===== config.mk =====
export PLATFORM = sky130hd
export DESIGN_NAME = time_set_ctl
export DESIGN_NICKNAME = d
export VERILOG_FILES = /design/src/rtl/time_set_ctl.sv
export SDC_FILE = /design/constraint.sdc
export NUM_CORES = 1
export LEC_CHECK = 0
export CORE_MARGIN = 4
export CORE_UTILIZATION = 40
export DETAILED_ROUTE_END_ITERATION = 10
export RECOVER_POWER = 100
export SLEW_MARGIN = 5
export SYNTH_ARGS = -nofsm -noshare
export SYNTH_HDL_FRONTEND = slang
export SYNTH_SLANG_ARGS = --single-unit
export TNS_END_PERCENT = 30

===== constraint.sdc =====
create_clock -name clk -period 15.1 [get_ports clk]
set_clock_uncertainty 0.1 [all_clocks]
set_input_delay 3.02 -clock clk [delete_from_list [all_inputs] [get_ports clk]]
set_output_delay 3.02 -clock clk [all_outputs]
set_load 0.02 [all_outputs]

===== src/rtl/time_set_ctl.sv =====
// Calendar/clock setting controller. It snapshots the live BCD counters, lets the user
// edit one field at a time with inc/dec buttons (with auto-repeat), and on commit
// presents the edited date/time together with a one-cycle load pulse.
module time_set_ctl #(
  parameter int unsigned DIP_WIDTH = 6,
  parameter int unsigned HOLD_CYC  = 25000000,
  parameter int unsigned RPT_CYC   = 5000000
) (
  input  logic                 clk,
  input  logic                 rst,
  input  logic [DIP_WIDTH-1:0] DIP,
  input  logic                 btn_set,
  input  logic                 btn_cancel,
  input  logic                 btn_field,
  input  logic                 btn_inc,
  input  logic                 btn_dec,
  input  logic [3:0]           cur_sec_unit,
  input  logic [3:0]           cur_sec_tens,
  input  logic [3:0]           cur_min_unit,
  input  logic [3:0]           cur_min_tens,
  input  logic [3:0]           cur_hour_unit,
  input  logic [3:0]           cur_hour_tens,
  input  logic [3:0]           cur_day_unit,
  input  logic [3:0]           cur_day_tens,
  input  logic [3:0]           cur_month_unit,
  input  logic [3:0]           cur_month_tens,
  input  logic [3:0]           cur_year_unit,
  input  logic [3:0]           cur_year_tens,
  input  logic [3:0]           cur_year_hund,
  input  logic [3:0]           cur_year_thou,
  output logic [3:0]           set_sec_unit,
  output logic [3:0]           set_sec_tens,
  output logic [3:0]           set_min_unit,
  output logic [3:0]           set_min_tens,
  output logic [3:0]           set_hour_unit,
  output logic [3:0]           set_hour_tens,
  output logic [3:0]           set_day_unit,
  output logic [3:0]           set_day_tens,
  output logic [3:0]           set_month_unit,
  output logic [3:0]           set_month_tens,
  output logic [3:0]           set_year_unit,
  output logic [3:0]           set_year_tens,
  output logic [3:0]           set_year_hund,
  output logic [3:0]           set_year_thou,
  output logic                 load,
  output logic                 editing,
  output logic                 field_idx
);

  localparam int unsigned CntMax = (HOLD_CYC > RPT_CYC) ? HOLD_CYC : RPT_CYC;
  localparam int unsigned CntW   = $clog2(CntMax + 1);

  // Digit slots of the edit buffer
  localparam int unsigned IdxSecU = 0;
  localparam int unsigned IdxSecT = 1;
  localparam int unsigned IdxMinU = 2;
  localparam int unsigned IdxMinT = 3;
  localparam int unsigned IdxHrU  = 4;
  localparam int unsigned IdxHrT  = 5;
  localparam int unsigned IdxDayU = 6;
  localparam int unsigned IdxDayT = 7;
  localparam int unsigned IdxMonU = 8;
  localparam int unsigned IdxMonT = 9;
  localparam int unsigned IdxYrU  = 10;
  localparam int unsigned IdxYrT  = 11;
  localparam int unsigned IdxYrH  = 12;
  localparam int unsigned IdxYrK  = 13;

  typedef enum logic [1:0] {StIdle, StEdit, StCommit} state_e;
  typedef enum logic [2:0] {FldSec, FldMin, FldHour, FldDay, FldMonth, FldYear} field_e;

  state_e          state_q, state_d;
  field_e          fld;
  logic            fidx_q, fidx_d;
  logic            load_q, load_d;
  logic            edit_q, edit_d;
  logic            prev_inc_q, prev_dec_q;
  logic            rep_inc_q, rep_inc_d, rep_dec_q, rep_dec_d;
  logic [CntW-1:0] cnt_inc_q, cnt_inc_d, cnt_dec_q, cnt_dec_d;
  logic            step_inc, step_dec;
  logic [3:0]      dig_q [14];
  logic [3:0]      dig_d [14];
  logic [7:0]      pair;
  logic [7:0]      dim_n;
  logic [15:0]     year_n;
  logic            unused_dip;

  // Only the low four DIP bits select a page
  assign unused_dip = ^DIP[DIP_WIDTH-1:4];

  function automatic logic [7:0] bcd_val(input logic [3:0] t, input logic [3:0] u);
    return 8'(t) * 8'd10 + 8'(u);
  endfunction

  function automatic logic [7:0] to_bcd(input logic [7:0] v);
    return {4'(v / 8'd10), 4'(v % 8'd10)};
  endfunction

  // Two-digit wrap step; anything outside lo..hi (or non-BCD) snaps to lo
  function automatic logic [7:0] step2(input logic [3:0] t, input logic [3:0] u,
                                       input logic up, input logic [7:0] lo,
                                       input logic [7:0] hi);
    logic [7:0] v;
    logic [7:0] n;
    v = bcd_val(t, u);
    if (t > 4'd9 || u > 4'd9 || v < lo || v > hi) begin
      n = lo;
    end else if (up) begin
      n = (v == hi) ? lo : v + 8'd1;
    end else begin
      n = (v == lo) ? hi : v - 8'd1;
    end
    return to_bcd(n);
  endfunction

  // Four-digit BCD year step with ripple carry/borrow, wrapping 0000..9999
  function automatic logic [15:0] step_year(input logic [15:0] y, input logic up);
    logic [15:0] r;
    logic        c;
    r = '0;
    c = 1'b1;
    if (y[3:0] <= 4'd9 && y[7:4] <= 4'd9 && y[11:8] <= 4'd9 && y[15:12] <= 4'd9) begin
      r = y;
      for (int i = 0; i < 4; i++) begin
        if (c) begin
          if (up) begin
            if (r[i*4 +: 4] == 4'd9) begin
              r[i*4 +: 4] = 4'd0;
            end else begin
              r[i*4 +: 4] = r[i*4 +: 4] + 4'd1;
              c = 1'b0;
            end
          end else begin
            if (r[i*4 +: 4] == 4'd0) begin
              r[i*4 +: 4] = 4'd9;
            end else begin
              r[i*4 +: 4] = r[i*4 +: 4] - 4'd1;
              c = 1'b0;
            end
          end
        end
      end
    end
    return r;
  endfunction

  // 10 == 2 (mod 4), so a two-digit BCD pair is divisible by 4 iff 2*tens+unit is
  function automatic logic is_leap(input logic [15:0] y);
    logic [1:0] s;
    if (y[7:0] != 8'h00) s = {y[4], 1'b0} + y[1:0];
    else                 s = {y[12], 1'b0} + y[9:8];
    return s == 2'b00;
  endfunction

  function automatic logic [7:0] days_in_month(input logic [3:0] mt, input logic [3:0] mu,
                                               input logic leap);
    logic [7:0] d;
    case (bcd_val(mt, mu))
      8'd2:                   d = leap ? 8'd29 : 8'd28;
      8'd4, 8'd6, 8'd9, 8'd11: d = 8'd30;
      default:                d = 8'd31;
    endcase
    return d;
  endfunction

  function automatic logic [7:0] clamp_day(input logic [3:0] dt, input logic [3:0] du,
                                           input logic [7:0] dim);
    logic [7:0] r;
    r = {dt, du};
    if (dt <= 4'd9 && du <= 4'd9 && bcd_val(dt, du) > dim) r = to_bcd(dim);
    return r;
  endfunction

  // Press-and-hold step generator: returns {step, rep_next, cnt_next}
  function automatic logic [CntW+1:0] rpt_next(input logic active, input logic btn,
                                               input logic prev, input logic rep,
                                               input logic [CntW-1:0] cnt);
    logic            step;
    logic            rep_n;
    logic [CntW-1:0] cnt_n;
    step  = 1'b0;
    rep_n = rep;
    cnt_n = cnt;
    if (!active || !btn) begin
      rep_n = 1'b0;
      cnt_n = '0;
    end else if (!prev) begin
      step  = 1'b1;
      rep_n = 1'b0;
      cnt_n = CntW'(1);
    end else if (cnt != '0) begin
      if ((!rep && cnt == CntW'(HOLD_CYC)) || (rep && cnt == CntW'(RPT_CYC))) begin
        step  = 1'b1;
        rep_n = 1'b1;
        cnt_n = CntW'(1);
      end else begin
        cnt_n = cnt + CntW'(1);
      end
    end
    return {step, rep_n, cnt_n};
  endfunction

  // Auto-repeat step generation for both buttons; pressing both blocks either
  always_comb begin
    {step_inc, rep_inc_d, cnt_inc_d} =
        rpt_next(state_q == StEdit && !btn_dec, btn_inc, prev_inc_q, rep_inc_q, cnt_inc_q);
    {step_dec, rep_dec_d, cnt_dec_d} =
        rpt_next(state_q == StEdit && !btn_inc, btn_dec, prev_dec_q, rep_dec_q, cnt_dec_q);
  end

  // Page/field decode, higher DIP rows take priority
  always_comb begin
    fld = FldSec;
    if (DIP[3])                fld = FldYear;
    else if (DIP[2])           fld = fidx_q ? FldDay : FldMonth;
    else if (DIP[1:0] == 2'b11) fld = fidx_q ? FldMin : FldHour;
    else if (DIP[1:0] == 2'b10) fld = FldHour;
    else if (DIP[1:0] == 2'b01) fld = FldSec;
    else                       fld = fidx_q ? FldSec : FldMin;
  end

  // FSM next state, field index and edit-buffer updates
  always_comb begin
    state_d = state_q;
    fidx_d  = fidx_q;
    dig_d   = dig_q;
    pair    = '0;
    dim_n   = '0;
    year_n  = '0;
    case (state_q)
      StIdle: begin
        if (btn_set) begin
          state_d        = StEdit;
          fidx_d         = 1'b0;
          dig_d[IdxSecU] = cur_sec_unit;
          dig_d[IdxSecT] = cur_sec_tens;
          dig_d[IdxMinU] = cur_min_unit;
          dig_d[IdxMinT] = cur_min_tens;
          dig_d[IdxHrU]  = cur_hour_unit;
          dig_d[IdxHrT]  = cur_hour_tens;
          dig_d[IdxDayU] = cur_day_unit;
          dig_d[IdxDayT] = cur_day_tens;
          dig_d[IdxMonU] = cur_month_unit;
          dig_d[IdxMonT] = cur_month_tens;
          dig_d[IdxYrU]  = cur_year_unit;
          dig_d[IdxYrT]  = cur_year_tens;
          dig_d[IdxYrH]  = cur_year_hund;
          dig_d[IdxYrK]  = cur_year_thou;
        end
      end
      StEdit: begin
        if (btn_set) begin
          state_d = StCommit;
        end else if (btn_cancel) begin
          state_d = StIdle;
        end else begin
          if (btn_field) fidx_d = ~fidx_q;
          if (step_inc || step_dec) begin
            case (fld)
              FldSec: begin
                pair = step2(dig_q[IdxSecT], dig_q[IdxSecU], step_inc, 8'd0, 8'd59);
                dig_d[IdxSecT] = pair[7:4];
                dig_d[IdxSecU] = pair[3:0];
              end
              FldMin: begin
                pair = step2(dig_q[IdxMinT], dig_q[IdxMinU], step_inc, 8'd0, 8'd59);
                dig_d[IdxMinT] = pair[7:4];
                dig_d[IdxMinU] = pair[3:0];
              end
              FldHour: begin
                pair = step2(dig_q[IdxHrT], dig_q[IdxHrU], step_inc, 8'd0, 8'd23);
                dig_d[IdxHrT] = pair[7:4];
                dig_d[IdxHrU] = pair[3:0];
              end
              FldDay: begin
                dim_n = days_in_month(dig_q[IdxMonT], dig_q[IdxMonU],
                    is_leap({dig_q[IdxYrK], dig_q[IdxYrH], dig_q[IdxYrT], dig_q[IdxYrU]}));
                pair = step2(dig_q[IdxDayT], dig_q[IdxDayU], step_inc, 8'd1, dim_n);
                dig_d[IdxDayT] = pair[7:4];
                dig_d[IdxDayU] = pair[3:0];
              end
              FldMonth: begin
                pair = step2(dig_q[IdxMonT], dig_q[IdxMonU], step_inc, 8'd1, 8'd12);
                dig_d[IdxMonT] = pair[7:4];
                dig_d[IdxMonU] = pair[3:0];
                dim_n = days_in_month(pair[7:4], pair[3:0],
                    is_leap({dig_q[IdxYrK], dig_q[IdxYrH], dig_q[IdxYrT], dig_q[IdxYrU]}));
                pair = clamp_day(dig_q[IdxDayT], dig_q[IdxDayU], dim_n);
                dig_d[IdxDayT] = pair[7:4];
                dig_d[IdxDayU] = pair[3:0];
              end
              FldYear: begin
                year_n = step_year({dig_q[IdxYrK], dig_q[IdxYrH], dig_q[IdxYrT], dig_q[IdxYrU]},
                                   step_inc);
                dig_d[IdxYrK] = year_n[15:12];
                dig_d[IdxYrH] = year_n[11:8];
                dig_d[IdxYrT] = year_n[7:4];
                dig_d[IdxYrU] = year_n[3:0];
                dim_n = days_in_month(dig_q[IdxMonT], dig_q[IdxMonU], is_leap(year_n));
                pair = clamp_day(dig_q[IdxDayT], dig_q[IdxDayU], dim_n);
                dig_d[IdxDayT] = pair[7:4];
                dig_d[IdxDayU] = pair[3:0];
              end
              default: ;
            endcase
          end
        end
      end
      StCommit: state_d = StIdle;
      default:  state_d = StIdle;
    endcase
    load_d = (state_d == StCommit);
    edit_d = (state_d != StIdle);
  end

  // State, edit buffer and registered outputs
  always_ff @(posedge clk) begin
    if (rst) begin
      state_q    <= StIdle;
      fidx_q     <= 1'b0;
      load_q     <= 1'b0;
      edit_q     <= 1'b0;
      prev_inc_q <= 1'b0;
      prev_dec_q <= 1'b0;
      rep_inc_q  <= 1'b0;
      rep_dec_q  <= 1'b0;
      cnt_inc_q  <= '0;
      cnt_dec_q  <= '0;
      for (int i = 0; i < 14; i++) dig_q[i] <= 4'd0;
      dig_q[IdxDayU] <= 4'd1;
      dig_q[IdxMonU] <= 4'd1;
      dig_q[IdxYrK]  <= 4'd2;
    end else begin
      state_q    <= state_d;
      fidx_q     <= fidx_d;
      load_q     <= load_d;
      edit_q     <= edit_d;
      prev_inc_q <= btn_inc;
      prev_dec_q <= btn_dec;
      rep_inc_q  <= rep_inc_d;
      rep_dec_q  <= rep_dec_d;
      cnt_inc_q  <= cnt_inc_d;
      cnt_dec_q  <= cnt_dec_d;
      dig_q      <= dig_d;
    end
  end

  assign set_sec_unit   = dig_q[IdxSecU];
  assign set_sec_tens   = dig_q[IdxSecT];
  assign set_min_unit   = dig_q[IdxMinU];
  assign set_min_tens   = dig_q[IdxMinT];
  assign set_hour_unit  = dig_q[IdxHrU];
  assign set_hour_tens  = dig_q[IdxHrT];
  assign set_day_unit   = dig_q[IdxDayU];
  assign set_day_tens   = dig_q[IdxDayT];
  assign set_month_unit = dig_q[IdxMonU];
  assign set_month_tens = dig_q[IdxMonT];
  assign set_year_unit  = dig_q[IdxYrU];
  assign set_year_tens  = dig_q[IdxYrT];
  assign set_year_hund  = dig_q[IdxYrH];
  assign set_year_thou  = dig_q[IdxYrK];
  assign load           = load_q;
  assign editing        = edit_q;
  assign field_idx      = fidx_q;

endmodule


* Word-level counts from Yosys, hierarchy flattened *
Index checks and enable logic that the tools add are counted.

word-level totals
  flip-flop bits (word level) = 115
  output and inout bits = 59
  logic and storage cells = 411

cells by class
  $add $sub $neg = 30
  multipliers = 6
  divide/modulo/power cells = 14
  order comparisons = 28
  eq/ne operators = 52
  muxes and demuxes = 177
  bitwise gates (word level) = 3
  reduce and logical (&&, ||, !) cells = 73

operators by type and width
  kind                   number
  $mux 8                 66
  $mux 56                4
  $mux 16                7
  $pmux 56 s2            1
  $mux 4                 15
  $div 8x4->8 const B    7
  $mod 8x4->8 const B    7
  $add 25x1->25 const B  2
  $eq 25x23->1 const B   2
  $eq 25x25->1 const B   2
  $mux 1                 50
  $mux 25                2
  $reduce_bool 25->1     2
  $add 8x4->8            6
  $mux 2                 23
  $mul 4x3->7 const B    6
  $add 8x1->8 const B    5
  $eq 8x4->1 const B     5
  $gt 4x4->1 const B     10
  $lt 8x1->1 const B     5
  $sub 8x1->8 const B    5
  $eq 8x3->1 const B     4
  $reduce_and 6->1       5
  $gt 8x8->1             3
  44 further kinds       139

* Depth between registers and ports, before layout *
  depth after elaboration = 58
  gate-level depth with buffers = 37
  gate-level depth less buffers = 36

* Worst setup path after synthesis *
No wires, ideal clock.

  path type = input -> register
  start point = in btn_dec
  end point = reg dig_q, in the netlist set_day_unit[2]
  library setup time = 116 ps
  arrival = 8,880 ps
  setup slack = 6,004 ps
  cell stages on the path = 31
  path buffers = 2
  cells stage by stage = nand4bb_1 -> clkbuf_1 -> nor2_1 -> a211oi_1 -> a22oi_1 -> nor3_1 -> ha_1 -> inv_1 -> nor4_1 -> a21oi_1 -> ha_1 -> mux2i_1 -> ha_1 -> a21oi_1 -> nor2b_1 -> nor2_1 -> nand2_1 -> o32a_1 -> or3_1 -> and2_1 -> or2_2 -> ha_1 -> a21oi_1 -> a21oi_1 -> nor2_1 -> o21ai_0 -> nor2_1 -> o31a_1 -> clkbuf_1 -> o211ai_1 -> o211a_1

between the ends
  word-level cells in the longest chain between the ends = 55
  elaborated cells between the ends (all ways) = 109
  those cells by class = add/sub (3); mul (1); div (5); order compare (2); eq/ne (8); mux (78); reduce/logical (12)

ends and longest elaborated chain
  item                                                                  RTL line  text
  from (decl)                                                           16        input logic btn_dec,
  $logic_not 1->1 (*)                                                   184, 206
  parallel branches: the longest is 54 deep, another holds $div 8x4->8  n/a
  to (signal assigned)                                                  344       dig_q <= dig_d;
  to (decl)                                                             81        logic [3:0] dig_q [14];

Mark *: on every way between the ends. The select of a mux whose other input is x is not followed.
A chain may end at the register's enable or synchronous reset.

* Worst setup path after layout *
  start point = in btn_inc
  end point = reg dig_q, in the netlist set_day_unit[1]

between the ends
  word-level cells in the longest chain between the ends = 53
  elaborated cells between the ends (all ways) = 109
  those cells by class = add/sub (3); mul (1); div (5); order compare (2); eq/ne (8); mux (78); reduce/logical (12)

ends and longest elaborated chain
  item                                                                  RTL line  text
  from (decl)                                                           15        input logic btn_inc,
  $logic_not 1->1 (*)                                                   184, 208
  parallel branches: the longest is 52 deep, another holds $div 8x4->8  n/a

Marked as above.

==> summary.md <==
| Metric | Value |
|---|---|
| Port Buf Inserts | `125` |
| Syn nets | `1588` |
| Lkg Pwr | `5.04 nW` |
| Syn_area_per_cell | `7.55 um^2` |
| Initial antenna violation count | `0` |
| Pin count of the biggest net entering global routing | `54` |
| Synth Area in Simple Gates | `29.0%` |
| Die width | `172 um` |
| Global-route wire length before repair | `53700 um` |
| Layout Nets | `1674` |
| FMAX | `0.0863 GHz` |
| Clk sinks | `115` |
| Failing checks | `max-capacitance violations, max-slew violations` |
| Seq/Total Area, Yosys | `21.3%` |
| Initial cell density of the core | `41.0%` |
| Skew-Pair Late Insertion Delay | `0.43 ns` |
| Number of fill cells | `2624` |
| Worst slew margin | `-14.4%` |
| Peak supply drop | `0.0775 mV` |
| Cells after synthesis | `1432` |
| GP Congestion | `0.886` |
| Synth async-reset ratio | `0%` |
| Mux contribution to synthesized area | `1.91%` |
| Io pins | `128` |
| Mapped Area | `0.0108 mm^2` |
| Std-Cell Rows | `59` |
| CTS Root Cell | `clkbuf_16` |
| Drt total wl | `32700 um` |
| Layout cells sized above 1 | `5.23%` |
| Crit end category | `flip-flop` |
| Setup Crit Path Kind | `in2reg` |
| Longest Clk Path Bufs | `2` |
| Detailed Routing Iterations Pass 1 | `6` |
| Worst-margin pin slew | `1.71 ns` |
| Iter 0 DRT Violations | `761` |
| Via count | `10976` |
| Core box area | `0.0264 mm^2` |
| # setup viols final | `0` |
| CP max stage delay | `1.43 ns` |
| Pwr dens | `126 mW/mm^2` |
| CP Data Arrival Time | `11.84 ns` |
| CTS tree | `built` |
| Post-route worst setup slack | `3.51 ns` |
| Cts repair resizes | `0` |
| Yosys warns | `0` |
| Final routed DRC violation total | `0` |
| Hold buffer count at cts | `0` |
| Xor/xnor share of the synthesized area | `7.74%` |
| Synth Register Bits | `115` |
| Worst slack, placed | `3.79 ns` |
| Number of unique standard cell types used by synthesis | `101` |
| Vias in the first global route | `10288` |
| Via density | `5.88` |
| Critical-path top delay cell | `a211oi_1` |
| Most common flop cell mapped by yosys | `dfxtp_1` |
| TNS Setup | `0 ns` |
| Period utilisation layout | `76.7%` |
| Grt total ovfl | `0` |
| FF+latch area | `0.00230 mm^2` |
| P&R area growth vs syn | `18.4%` |
| Period minus WS final | `11.59 ns` |
| Antenna Nets Post-Route | `0` |
| CTS Buf Count | `17` |
| Max Cap Viol | `4` |
| Biggest regs | `cnt_dec_q x25, cnt_inc_q x25` |
| WL/cell | `17.5 um` |
| Worst-path maximum fanout | `15` |
| Worst min-delay path category | `reg2reg` |
| Status | `finished with violations` |
| Unrepaired setup endpoints after global routing | `false` |
| Max Slew Vio Count | `101` |
| Final hold violation count | `0` |
| Multi-input logic area | `0.00800 mm^2` |
| Post-CTS Setup Repair Bufs | `0` |
| H-tree Lvls | `4` |
| Die Y | `172 um` |
| HPWL after detailed placement | `24200 um` |
| CTS clock-pin slew for the worst setup and hold paths | `0.06 ns` |
| Post-synthesis compound-gate area fraction | `24.5%` |
| Synth Area in Adders | `11.0%` |
| Ant diodes | `0` |
| Total GRT Usage | `22.0%` |
| Post-synth EDFFs | `0` |
| CP startpoint kind | `input port` |
| CP required | `15.35 ns` |
| Die area | `0.0297 mm^2` |
| Main combinational cell family by area after synthesis | `simple AND/OR/NAND/NOR gates` |
## power breakdown
part	internal, mW	switching, mW	total [mW]
Sequential	0.322	0.0368	0.359
Clock	0.248	0.174	0.422
Combinational	0.341	0.488	0.828
Total	0.910	0.699	1.61
## per-stage QoR
stage,power [mW],instances,util (%),hold WS [ns],area (um^2)
after floorplan,0.991,1432,-,0.310,10800
after global placement,1.18,1834,46.5,0.328,12300
after detailed placement,1.19,1834,46.5,0.327,12300
after CTS,1.63,1866,48.8,0.335,12900
after global routing,1.74,1866,48.6,0.368,12800
final,1.61,1866,48.6,0.332,12800
## routing by layer
metal  track usage, %  up-vias  share of wire, %
met1             29.8     5179                46
met3             4.09       47               5.6
li1                 -     5456                 -
met2             36.1      294                47
met5                0        -                 0
met4             6.02        0               1.6
## path summary, 6_finish.rpt
path                 start               to  slack, ns  depth (start not counted)
max                btn_inc  set_day_unit[1]       3.51                         31
max reg2reg  cnt_inc_q[16]  set_day_unit[1]       5.66                         31
min reg2reg     prev_dec_q        rep_dec_q       0.33                          2
min             prev_dec_q        rep_dec_q       0.33                          2
## cells in the mapped netlist (all sizes together) (7+ instances only)
library cell,instances,area [um^2]
dfxtp,115,2300
o21ai,73,365
a211oi,32,263
o211ai,24,185
a221oi,10,100
and2,17,109
or4,10,75.1
xor2,46,403
xnor2,47,412
a311oi,13,120
or3,22,138
nand4,21,131
and3,29,181
fa,11,220
nor4,19,119
inv,51,191
clkbuf,56,210
nand3,72,360
and4,7,61.3
ha,76,951
nand2,131,510
or2,17,106
o22ai,7,43.8
buf,11,90.1
a211o,8,70.1
nor2b,19,119
nor2,168,636
nand4b,7,61.3
a21oi,80,404
a31oi,14,93.8
mux2i,15,150
a21o,15,113
a22oi,13,97.6
nor3,34,170
nand2b,24,150
## cells by family (layout without fill, tap and decap cells)
logic type / Yosys count / in the layout
adders and majority gates: 89 / 89
and+or+nand+nor: 620 / 620
xor gates and xnor gates: 94 / 94
DFF: 115 / 115
buffers and inverters: 119 / 218
AOI/OAI and AO/OA: 375 / 375
other: 1 / 1
muxes: 19 / 19
## placed cells by master, fill, tap and decap left out, types with 29 or more instances in the layout
| master | count |
|---|---|
| and3_1 | 29 |
| inv_1 | 50 |
| dlygate4sd3_1 | 60 |
| nor3_1 | 34 |
| xor2_1 | 46 |
| o21ai_0 | 66 |
| nor2_1 | 167 |
| a21oi_1 | 79 |
| nand2_1 | 129 |
| nand3_1 | 72 |
| xnor2_1 | 47 |
| clkdlybuf4s50_1 | 64 |
| a211oi_1 | 30 |
| dfxtp_1 | 115 |
| ha_1 | 76 |
## critical path: cells and delay by family
family                     cells  cell delay, ns
buffers and inverters          2            0.69
and+or+nand+nor               11            2.68
muxes                          1            0.20
AOI/OAI and AO/OA             13            4.05
adders and majority gates      4            1.17
## layout make-up
type	count	area share (%)
inverters	52	1.52
multi-input cells	1198	62.4
well taps	335	3.27
clock inverters	15	1.32
clock buffers	17	3.32
repair buffers	134	10.1
flip-flops and latches	115	18.0
No activity file was read; power rests on OpenSTA's default activity.
